<file path="src/rtl/psum_out_sched_if.sv">
// Channel-side and packer-side signals of the psum output scheduler.
// master = scheduler, slave = PE array / packer environment.
interface psum_out_sched_if #(
    parameter int NUM_CH = 4
);
    logic [NUM_CH-1:0] ch_valid;
    logic [NUM_CH-1:0] ch_data;
    logic [NUM_CH-1:0] ch_ready;
    logic              pk_valid;
    logic              pk_data;
    logic              pk_layer_finish;
    logic [1:0]        pk_operation;

    modport master (
        input  ch_valid, ch_data,
        output ch_ready, pk_valid, pk_data, pk_layer_finish, pk_operation
    );

    modport slave (
        output ch_valid, ch_data,
        input  ch_ready, pk_valid, pk_data, pk_layer_finish, pk_operation
    );
endinterface

</file>
<file path="src/rtl/psum_out_sched.sv">
// Round-robin bit scheduler from NUM_CH PE result channels into the 1-bit psum packer,
// with per-layer bit counting and a layer-finish pulse that never overlaps pk_valid.
module psum_out_sched #(
    parameter int NUM_CH = 4,
    parameter int CNT_W  = 16
) (
    input  logic                 clk,
    input  logic                 rst_n,
    input  logic                 cfg_start,
    input  logic [1:0]           cfg_operation,
    input  logic [CNT_W-1:0]     cfg_total_bits,
    psum_out_sched_if.master     bus,
    output logic                 busy,
    output logic                 done
);
    localparam int             PTR_W = (NUM_CH > 1) ? $clog2(NUM_CH) : 1;
    localparam logic [PTR_W:0] NCH   = (PTR_W+1)'(NUM_CH);

    localparam logic [1:0] S_IDLE  = 2'd0;
    localparam logic [1:0] S_RUN   = 2'd1;
    localparam logic [1:0] S_FLUSH = 2'd2;
    localparam logic [1:0] S_DONE  = 2'd3;

    logic [1:0]       state_q, state_d;
    logic [PTR_W-1:0] rr_q, rr_d;
    logic [CNT_W-1:0] cnt_q, cnt_d;
    logic [CNT_W-1:0] total_q, total_d;
    logic [1:0]       op_q, op_d;
    logic             pkv_q, pkv_d;
    logic             pkd_q, pkd_d;
    logic             fin_q, fin_d;
    logic             done_q, done_d;

    logic              found;
    logic [PTR_W-1:0]  gidx;
    logic [PTR_W:0]    idx;
    logic [PTR_W:0]    gnext;
    logic [NUM_CH-1:0] ready_c;
    logic              xfer;

    // Search from rr_q upward, wrapping modulo NUM_CH; idx is one bit wider so the
    // sum never overflows before the wrap subtraction.
    always_comb begin
        found = 1'b0;
        gidx  = '0;
        idx   = '0;
        for (int i = 0; i < NUM_CH; i++) begin
            idx = {1'b0, rr_q} + (PTR_W+1)'(i);
            if (idx >= NCH) idx = idx - NCH;
            if (!found && bus.ch_valid[idx[PTR_W-1:0]]) begin
                found = 1'b1;
                gidx  = idx[PTR_W-1:0];
            end
        end
    end

    assign xfer  = (state_q == S_RUN) && found;
    assign gnext = ({1'b0, gidx} + 1'b1 == NCH) ? '0 : {1'b0, gidx} + 1'b1;

    always_comb begin
        ready_c = '0;
        if (xfer) ready_c[gidx] = 1'b1;
    end

    always_comb begin
        state_d = state_q;
        rr_d    = rr_q;
        cnt_d   = cnt_q;
        total_d = total_q;
        op_d    = op_q;
        pkv_d   = 1'b0;
        pkd_d   = pkd_q;
        fin_d   = 1'b0;
        done_d  = 1'b0;
        case (state_q)
            S_IDLE: begin
                if (cfg_start) begin
                    total_d = cfg_total_bits;
                    op_d    = cfg_operation;
                    cnt_d   = '0;
                    rr_d    = '0;
                    state_d = (cfg_total_bits != '0) ? S_RUN : S_FLUSH;
                end
            end
            S_RUN: begin
                if (xfer) begin
                    pkv_d = 1'b1;
                    pkd_d = bus.ch_data[gidx];
                    cnt_d = cnt_q + CNT_W'(1);
                    rr_d  = gnext[PTR_W-1:0];
                    if (cnt_q == total_q - CNT_W'(1)) state_d = S_FLUSH;
                end
            end
            // FLUSH is the cycle carrying the final pk_valid; finish follows it.
            S_FLUSH: begin
                fin_d   = 1'b1;
                done_d  = 1'b1;
                state_d = S_DONE;
            end
            default: state_d = S_IDLE;
        endcase
    end

    always_ff @(posedge clk or negedge rst_n) begin
        if (!rst_n) begin
            state_q <= S_IDLE;
            rr_q    <= '0;
            cnt_q   <= '0;
            total_q <= '0;
            op_q    <= '0;
            pkv_q   <= 1'b0;
            pkd_q   <= 1'b0;
            fin_q   <= 1'b0;
            done_q  <= 1'b0;
        end else begin
            state_q <= state_d;
            rr_q    <= rr_d;
            cnt_q   <= cnt_d;
            total_q <= total_d;
            op_q    <= op_d;
            pkv_q   <= pkv_d;
            pkd_q   <= pkd_d;
            fin_q   <= fin_d;
            done_q  <= done_d;
        end
    end

    assign bus.ch_ready        = ready_c;
    assign bus.pk_valid        = pkv_q;
    assign bus.pk_data         = pkd_q;
    assign bus.pk_layer_finish = fin_q;
    assign bus.pk_operation    = op_q;
    assign busy                = (state_q != S_IDLE);
    assign done                = done_q;
endmodule

</file>
<file path="src/flat_wrapper.sv">
// flat-port wrapper written by rule: the top's interface ports become plain ports
module psum_out_sched_flat 
#(
    parameter int NUM_CH = 4,
    parameter int CNT_W  = 16
)
  (clk, rst_n, cfg_start, cfg_operation, cfg_total_bits, busy, done, bus_ch_valid, bus_ch_data, bus_ch_ready, bus_pk_valid, bus_pk_data, bus_pk_layer_finish, bus_pk_operation);
  psum_out_sched_if #(.NUM_CH(NUM_CH)) bus_i ();
  input  logic clk;
  input  logic rst_n;
  input  logic cfg_start;
  input  logic [1:0] cfg_operation;
  input  logic [CNT_W-1:0] cfg_total_bits;
  output logic busy;
  output logic done;
  input wire logic [$bits(bus_i.ch_valid)-1:0] bus_ch_valid;
  input wire logic [$bits(bus_i.ch_data)-1:0] bus_ch_data;
  output wire logic [$bits(bus_i.ch_ready)-1:0] bus_ch_ready;
  output wire logic [$bits(bus_i.pk_valid)-1:0] bus_pk_valid;
  output wire logic [$bits(bus_i.pk_data)-1:0] bus_pk_data;
  output wire logic [$bits(bus_i.pk_layer_finish)-1:0] bus_pk_layer_finish;
  output wire logic [$bits(bus_i.pk_operation)-1:0] bus_pk_operation;
  assign bus_i.ch_valid = bus_ch_valid;
  assign bus_i.ch_data = bus_ch_data;
  assign bus_ch_ready = bus_i.ch_ready;
  assign bus_pk_valid = bus_i.pk_valid;
  assign bus_pk_data = bus_i.pk_data;
  assign bus_pk_layer_finish = bus_i.pk_layer_finish;
  assign bus_pk_operation = bus_i.pk_operation;
  psum_out_sched #(.NUM_CH(NUM_CH), .CNT_W(CNT_W)) u_core (.clk(clk), .rst_n(rst_n), .cfg_start(cfg_start), .cfg_operation(cfg_operation), .cfg_total_bits(cfg_total_bits), .bus(bus_i), .busy(busy), .done(done));
endmodule
</file>
<file path="config.mk">
export PLATFORM = sky130hd
export DESIGN_NAME = psum_out_sched_flat
export DESIGN_NICKNAME = d
export VERILOG_FILES = /design/src/rtl/psum_out_sched_if.sv /design/src/rtl/psum_out_sched.sv /design/src/flat_wrapper.sv
export SDC_FILE = /design/constraint.sdc
export NUM_CORES = 1
export LEC_CHECK = 0
export ABC_AREA = 1
export CAP_MARGIN = 10
export CORE_UTILIZATION = 40
export DETAILED_ROUTE_END_ITERATION = 16
export DONT_BUFFER_PORTS = 1
export SYNTH_ARGS = -nofsm -noshare
export SYNTH_HDL_FRONTEND = slang
export SYNTH_SLANG_ARGS = --single-unit
export TNS_END_PERCENT = 20
</file>
<file path="constraint.sdc">
create_clock -name clk -period 2.4 [get_ports clk]
set_clock_uncertainty 0.15 [all_clocks]
set_input_delay 0.48 -clock clk [delete_from_list [all_inputs] [get_ports clk]]
set_output_delay 0.48 -clock clk [all_outputs]
set_load 0.01 [all_outputs]
</file>
== After elaboration in Yosys (flattened, before gate mapping) ==
Index checks and enable logic that the tools add are counted.
W data, S select, Z words.
Cells by class
  $add $sub $neg: 10
  $lt $le $gt $ge: 10
  eq/ne operators: 7
  muxes and demuxes: 40
  reduce and logical (&&, ||, !) cells: 16
Operators with widths (count)
  $mux W16: 2
  $pmux W16 S2: 1
  $mux W2: 15
  $add A16 B1 Y16 const B: 1
  $eq A16 B16 Y1: 1
  $reduce_bool A16 Y1: 1
  $sub A16 B1 Y16 const B: 1
  $lt A2 B3 Y1 const B: 5
  $mux W1: 13
  $bmux W1 S2: 5
  $ge A3 B3 Y1 const B: 3
  $sub A2 B1 Y2 const B: 4
  $add A2 B1 Y3 const B: 2
  $add A2 B2 Y3 const B: 2
  $pmux W2 S3: 1
  $reduce_and A3 Y1: 2
  $logic_and A1 B1 Y1: 5
  $mux W4: 1
  $ne A2 B2 Y1 const B: 2
  $pmux W2 S2: 1
  $reduce_and A2 Y1: 2
  $reduce_bool A2 Y1: 2
  $eq A3 B3 Y1 const B: 1
  $ge A2 B3 Y1 const B: 1
  7 further kinds: 9
Storage, ports and cells
  flip-flop bits (word level): 41
  bits of input ports: 29
  output and inout port bits: 11
  word-level logic and storage cells: 91

== Logic depth before layout (Yosys ltp) ==
Gate-level depths: netlist of the first run.
  depth after elaboration: 19
  gate-level depth with buffers: 16
  gate-level depth less buffers: 16

== Least setup slack after synthesis of the first run ==
No wires, ideal clock.
  path kind: flip-flop to output port
  from: register u_core.rr_q[0]
  to: output port bus_ch_ready[2]
  data arrival time: 1.613 ns
  setup slack: 0.157 ns
  cell stages (with the launch flop): 14
  buffers on the path: 1
  cells stage by stage: dfrtp_1 buf_6 nand2_1 o21ai_2 nand2_1 nand2_2 nor2_2 nand3_1 nand3_1 nand2_1 inv_1 ha_1 inv_1 nor2_1
Between the ends
  word-level cells in the longest chain between the ends: 19
  elaborated cells on any way between the ends: 44
  classes of those cells: add/sub (7); order compare (6); mux (23); reduce/logical (8)
RTL lines
  from (decl): RTL line psum_out_sched.sv:25  | logic [PTR_W-1:0] rr_q, rr_d;
  from (signal assigned): RTL line psum_out_sched.sv:117  | rr_q <= rr_d;
  parallel branches: the longest is 18 deep, another holds $add A2 B1 Y3
  $mux W4 (*): RTL line psum_out_sched.sv:62  | if (xfer) ready_c[gidx] = 1'b1;
  to (decl): RTL line flat_wrapper.sv:18  | output wire logic [$bits(bus_i.ch_ready)-1:0] bus_ch_ready;
Mark *: on every way between the ends. The select of a mux whose other input is x is not followed.

== Worst setup path after layout of the first run ==
  from: register u_core.rr_q[0]
  to: output port bus_ch_ready[1]
The elaborated chain is that of the path after synthesis.

==> flow_summary.yaml, run 1 <==
drt:
  post_drt_wl_per_cell_um: 12.56
  drc: 0
  drtIter0Drc: 110
  wl_mm: 7.423
  drt_first_pass_iters: 4
  vias: 2914
  postRouteAntennaNets: 0
  routed_via_density: 4.931
setup_path:
  crit_arrival_ns: 2.05
  reg2reg_depth: 13
  reg2reg_slack_ns: 0.19
  crit_path_top_delay_cell: "dfrtp_2"
  cp-start-kind: "flip-flop"
  cp_cell_sequence: "buf_8 > o21ai_4 > nand2_2 > nand2_4 > nor2_4 > nand3_2 > nand3_2 > nand2_2 > buf_6 > ha_4 > inv_2 > nor2_4"
  worstReg2RegStart: "u_core.rr_q[0]$_DFFE_PN0P_"
  slowest_delay_ns: 0.48
  cp.required_ns: 1.77
  worstReg2RegEnd: "u_core.cnt_q[0]$_DFFE_PN0P_"
  critPathKind: "flip-flop to output port"
  crit_path_end_kind: "output port"
  worstPathMaxFanout: 6
clock_network:
  cts_made_buffers: 5
  cts_sinks: 41
  clk_latency_ns: 0.29
  clockRootBuffer: "clkbuf_8"
  clk_path_buf_depth: 2
  cts_tree: "built"
  h-tree-depth: 2
  clkTransAtPathRegs_ns: 0.08
layout:
  drive_above_1_share_pct: 19.72
  final_cell_area_um2: 3766
  multi_input_area_um2: 1971
  layout.nets: 530
  final_cell_mix: "128 x nand2_1, 65 x inv_1, 39 x nor2_1, 39 x dfrtp_1, 31 x nand3_1"
  diodes: 0
  final-instance-count-excl-fill: 591
  n_fill_cell: 722
  ff_latch_area_um2: 1028
  mostFrequentLayoutCell: "nand2_1"
  syn_to_final_growth_pct: 20.45
grt:
  gr-usage-all-layers_pct: 18.75
  gr-total-overflow: 0
  first_global_vias: 2745
  grt_pass1_wl_mm: 12.48
  antenna_found_initial: 0
  grt_max_degree: 42
placed_design:
  gp_congestion: 0.8809
  post_dp_cell_area_um2: 3284
  port-buffer-count: 0
  post-place-cells: 570
  dp_slack_ns: -0.04231
  place_hpwl_mm: 5.394
timing:
  rsz0062_at_grt: "yes"
  relSlewSlack_pct: 59.56
  max_freq_ghz: 0.3726
  tightest_slew_ns: 0.6011
  timing.final.hold_violations: 0
  worst_slack_ns: -0.2837
  drv_slew: 0
  finalCriticalPeriod_ns: 2.684
  timing.final.crit_share_pct: 111.8
  setup_violations: 4
synthesis:
  synth_area_per_cell_um2: 6.667
  ys_warn_count: 0
  yosys.area.top_type: "dfrtp_1"
  yosysSeqAreaShare_pct: 32.81
  ys_async_sr_fraction_pct: 100.0
  synth_area_um2: 3127
  synth_area_leaders: "dfrtp_1 33%, nand2_1 17%, inv_1 8.4%, nand3_1 5.6%, nor2_1 5.3%"
  synthCells: 469
  synth_seq_cells: 41
  syn_nets: 508
  synth-edff-count: 0
  synthFlopType: "dfrtp_1"
  ys_types: 32
  synth_top_area_share_pct: 32.81
floorplanning:
  num_io_pins: 40
  die_w_um: 90.42
  core_region_area_um2: 7408
  dieHeight_um: 90.42
  initial_core_util_pct: 42.21
  rows: 31
  dieArea_um2: 8175
worst_hold_path:
  hp-start: "cfg_operation[0]"
  whs_path_depth: 1
  hold_class: "input port to flip-flop"
  hold-path-endpoint: "u_core.bus.pk_operation[0]$_DFFE_PN0P_"
power:
  peakVddDrop_mv: 0.4346
  p_per_area_nw_per_um2: 1278
  power_leakage_nw: 1.859
run:
  maxCapViolCount: 0
run_status:
  violations: "negative setup slack"
  outcome: "finished with violations"
per-layer routing:
layer | routed length (µm) | vias up | part of all wire [%] | global-route usage, %
met5 | 0 | - | 0 | 0
met4 | 128 | 0 | 1.7 | 4.570
met3 | 271 | 12 | 3.7 | 3.199
met2 | 3697 | 68 | 50 | 33.14
met1 | 3325 | 1327 | 45 | 23.69
li1 | - | 1507 | - | -
report_power, final:
part	leakage (nW)	internal (mW)	switching [mW]
registers	0.531	0.908	0.281
logic	1.27	1.22	1.82
clock network	0.0585	0.339	0.244
per-stage QoR:
step | utilization (%) | hold WS [ns] | total power [mW] | setup TNS (ns)
global placement | 44.33 | 0.03593 | 3.436 | 0
global route | 50.84 | 0.1714 | 5.263 | -1.497
floorplan | - | 0.03441 | 2.952 | 0
CTS | 48.13 | 0.1744 | 4.383 | -0.7133
finish | 50.84 | 0.1806 | 4.812 | -1.063
detailed placement | 44.33 | 0.03560 | 3.481 | -0.1265
how the worst max path moves through the flow:
stage,startpoint,to,slack (ns),cells past startpoint
after floorplan,u_core.rr_q[0]$_DFFE_PN0P_,bus_ch_ready[2],0.16,13
after global placement,u_core.rr_q[0]$_DFFE_PN0P_,bus_ch_ready[2],0.02,13
after detailed placement,u_core.rr_q[0]$_DFFE_PN0P_,bus_ch_ready[3],-0.04,13
after CTS,u_core.rr_q[0]$_DFFE_PN0P_,bus_ch_ready[3],-0.19,11
after global routing,u_core.rr_q[0]$_DFFE_PN0P_,bus_ch_ready[3],-0.39,14
final,u_core.rr_q[0]$_DFFE_PN0P_,bus_ch_ready[1],-0.28,12
kinds of logic (layout without fill, tap and decap cells):
logic type	count (synthesis)	after routing	synth area share [%]
buffers and inverters	87	110	11.32
multiplexers	3	3	1.080
adder cells (fa/ha/maj)	10	10	4.002
XOR/XNOR	24	24	6.723
AND/OR/NAND/NOR	263	263	36.61
AO/OA/AOI/OAI	41	41	7.443
flip-flops	41	41	32.81
sequential cells by signal, indices dropped and copies added (netlist names):
signal	count
u_core.cnt_q	16
u_core.total_q	16
u_core.bus.pk_operation	2
u_core.rr_q	2
u_core.state_q	2
u_core.bus.pk_data	1
u_core.bus.pk_layer_finish	1
u_core.bus.pk_valid	1
Yosys cell counts, drive strengths merged (3+ instances only):
library cell	n
dfrtp	41
nand3	36
nor4	3
o21ai	38
nand3b	3
buf	5
nor3	6
xor2	17
mux2	3
clkbuf	4
nand4	15
xnor2	7
inv	77
nand2	149
nor2	48
ha	10
cell type report:
type                            count  area share (%)
Inverter                           78           7.973
Multi-Input combinational cell    341           52.33
Sequential cell                    41           27.31
Clock buffer                        7           2.292
Timing Repair Buffer               24           6.013
Tap cell                           99           3.289
Clock inverter                      1          0.7973
critical path, delay by kind of cell (launching register included):
family	cells	cell delay, ns
adders and majority gates	1	0.13
buffers and inverters	3	0.33
and+or+nand+nor	7	0.61
DFF	1	0.48
AOI/OAI and AO/OA	1	0.20
repair_timing:
action                     in CTS  in global routing
resized for setup              35                 34
hold buffers                    2                  0
hold endpoints to repair       41                  0
buffers inserted                4                  7
pin swaps                      13                 19
setup endpoints to repair       4                  6
(Power assumes the default switching activity.)
==> run 2, diff against run 1 <==
- TNS_END_PERCENT: 20 -> 10
==> results of run 2 <==
Final layout, timing and power as in run 1 (identical DEF).
==> run 3, diff against run 2 <==
- SLEW_MARGIN: default -> 0
==> results of run 3 <==
Final layout, timing and power as in run 1 (identical DEF).
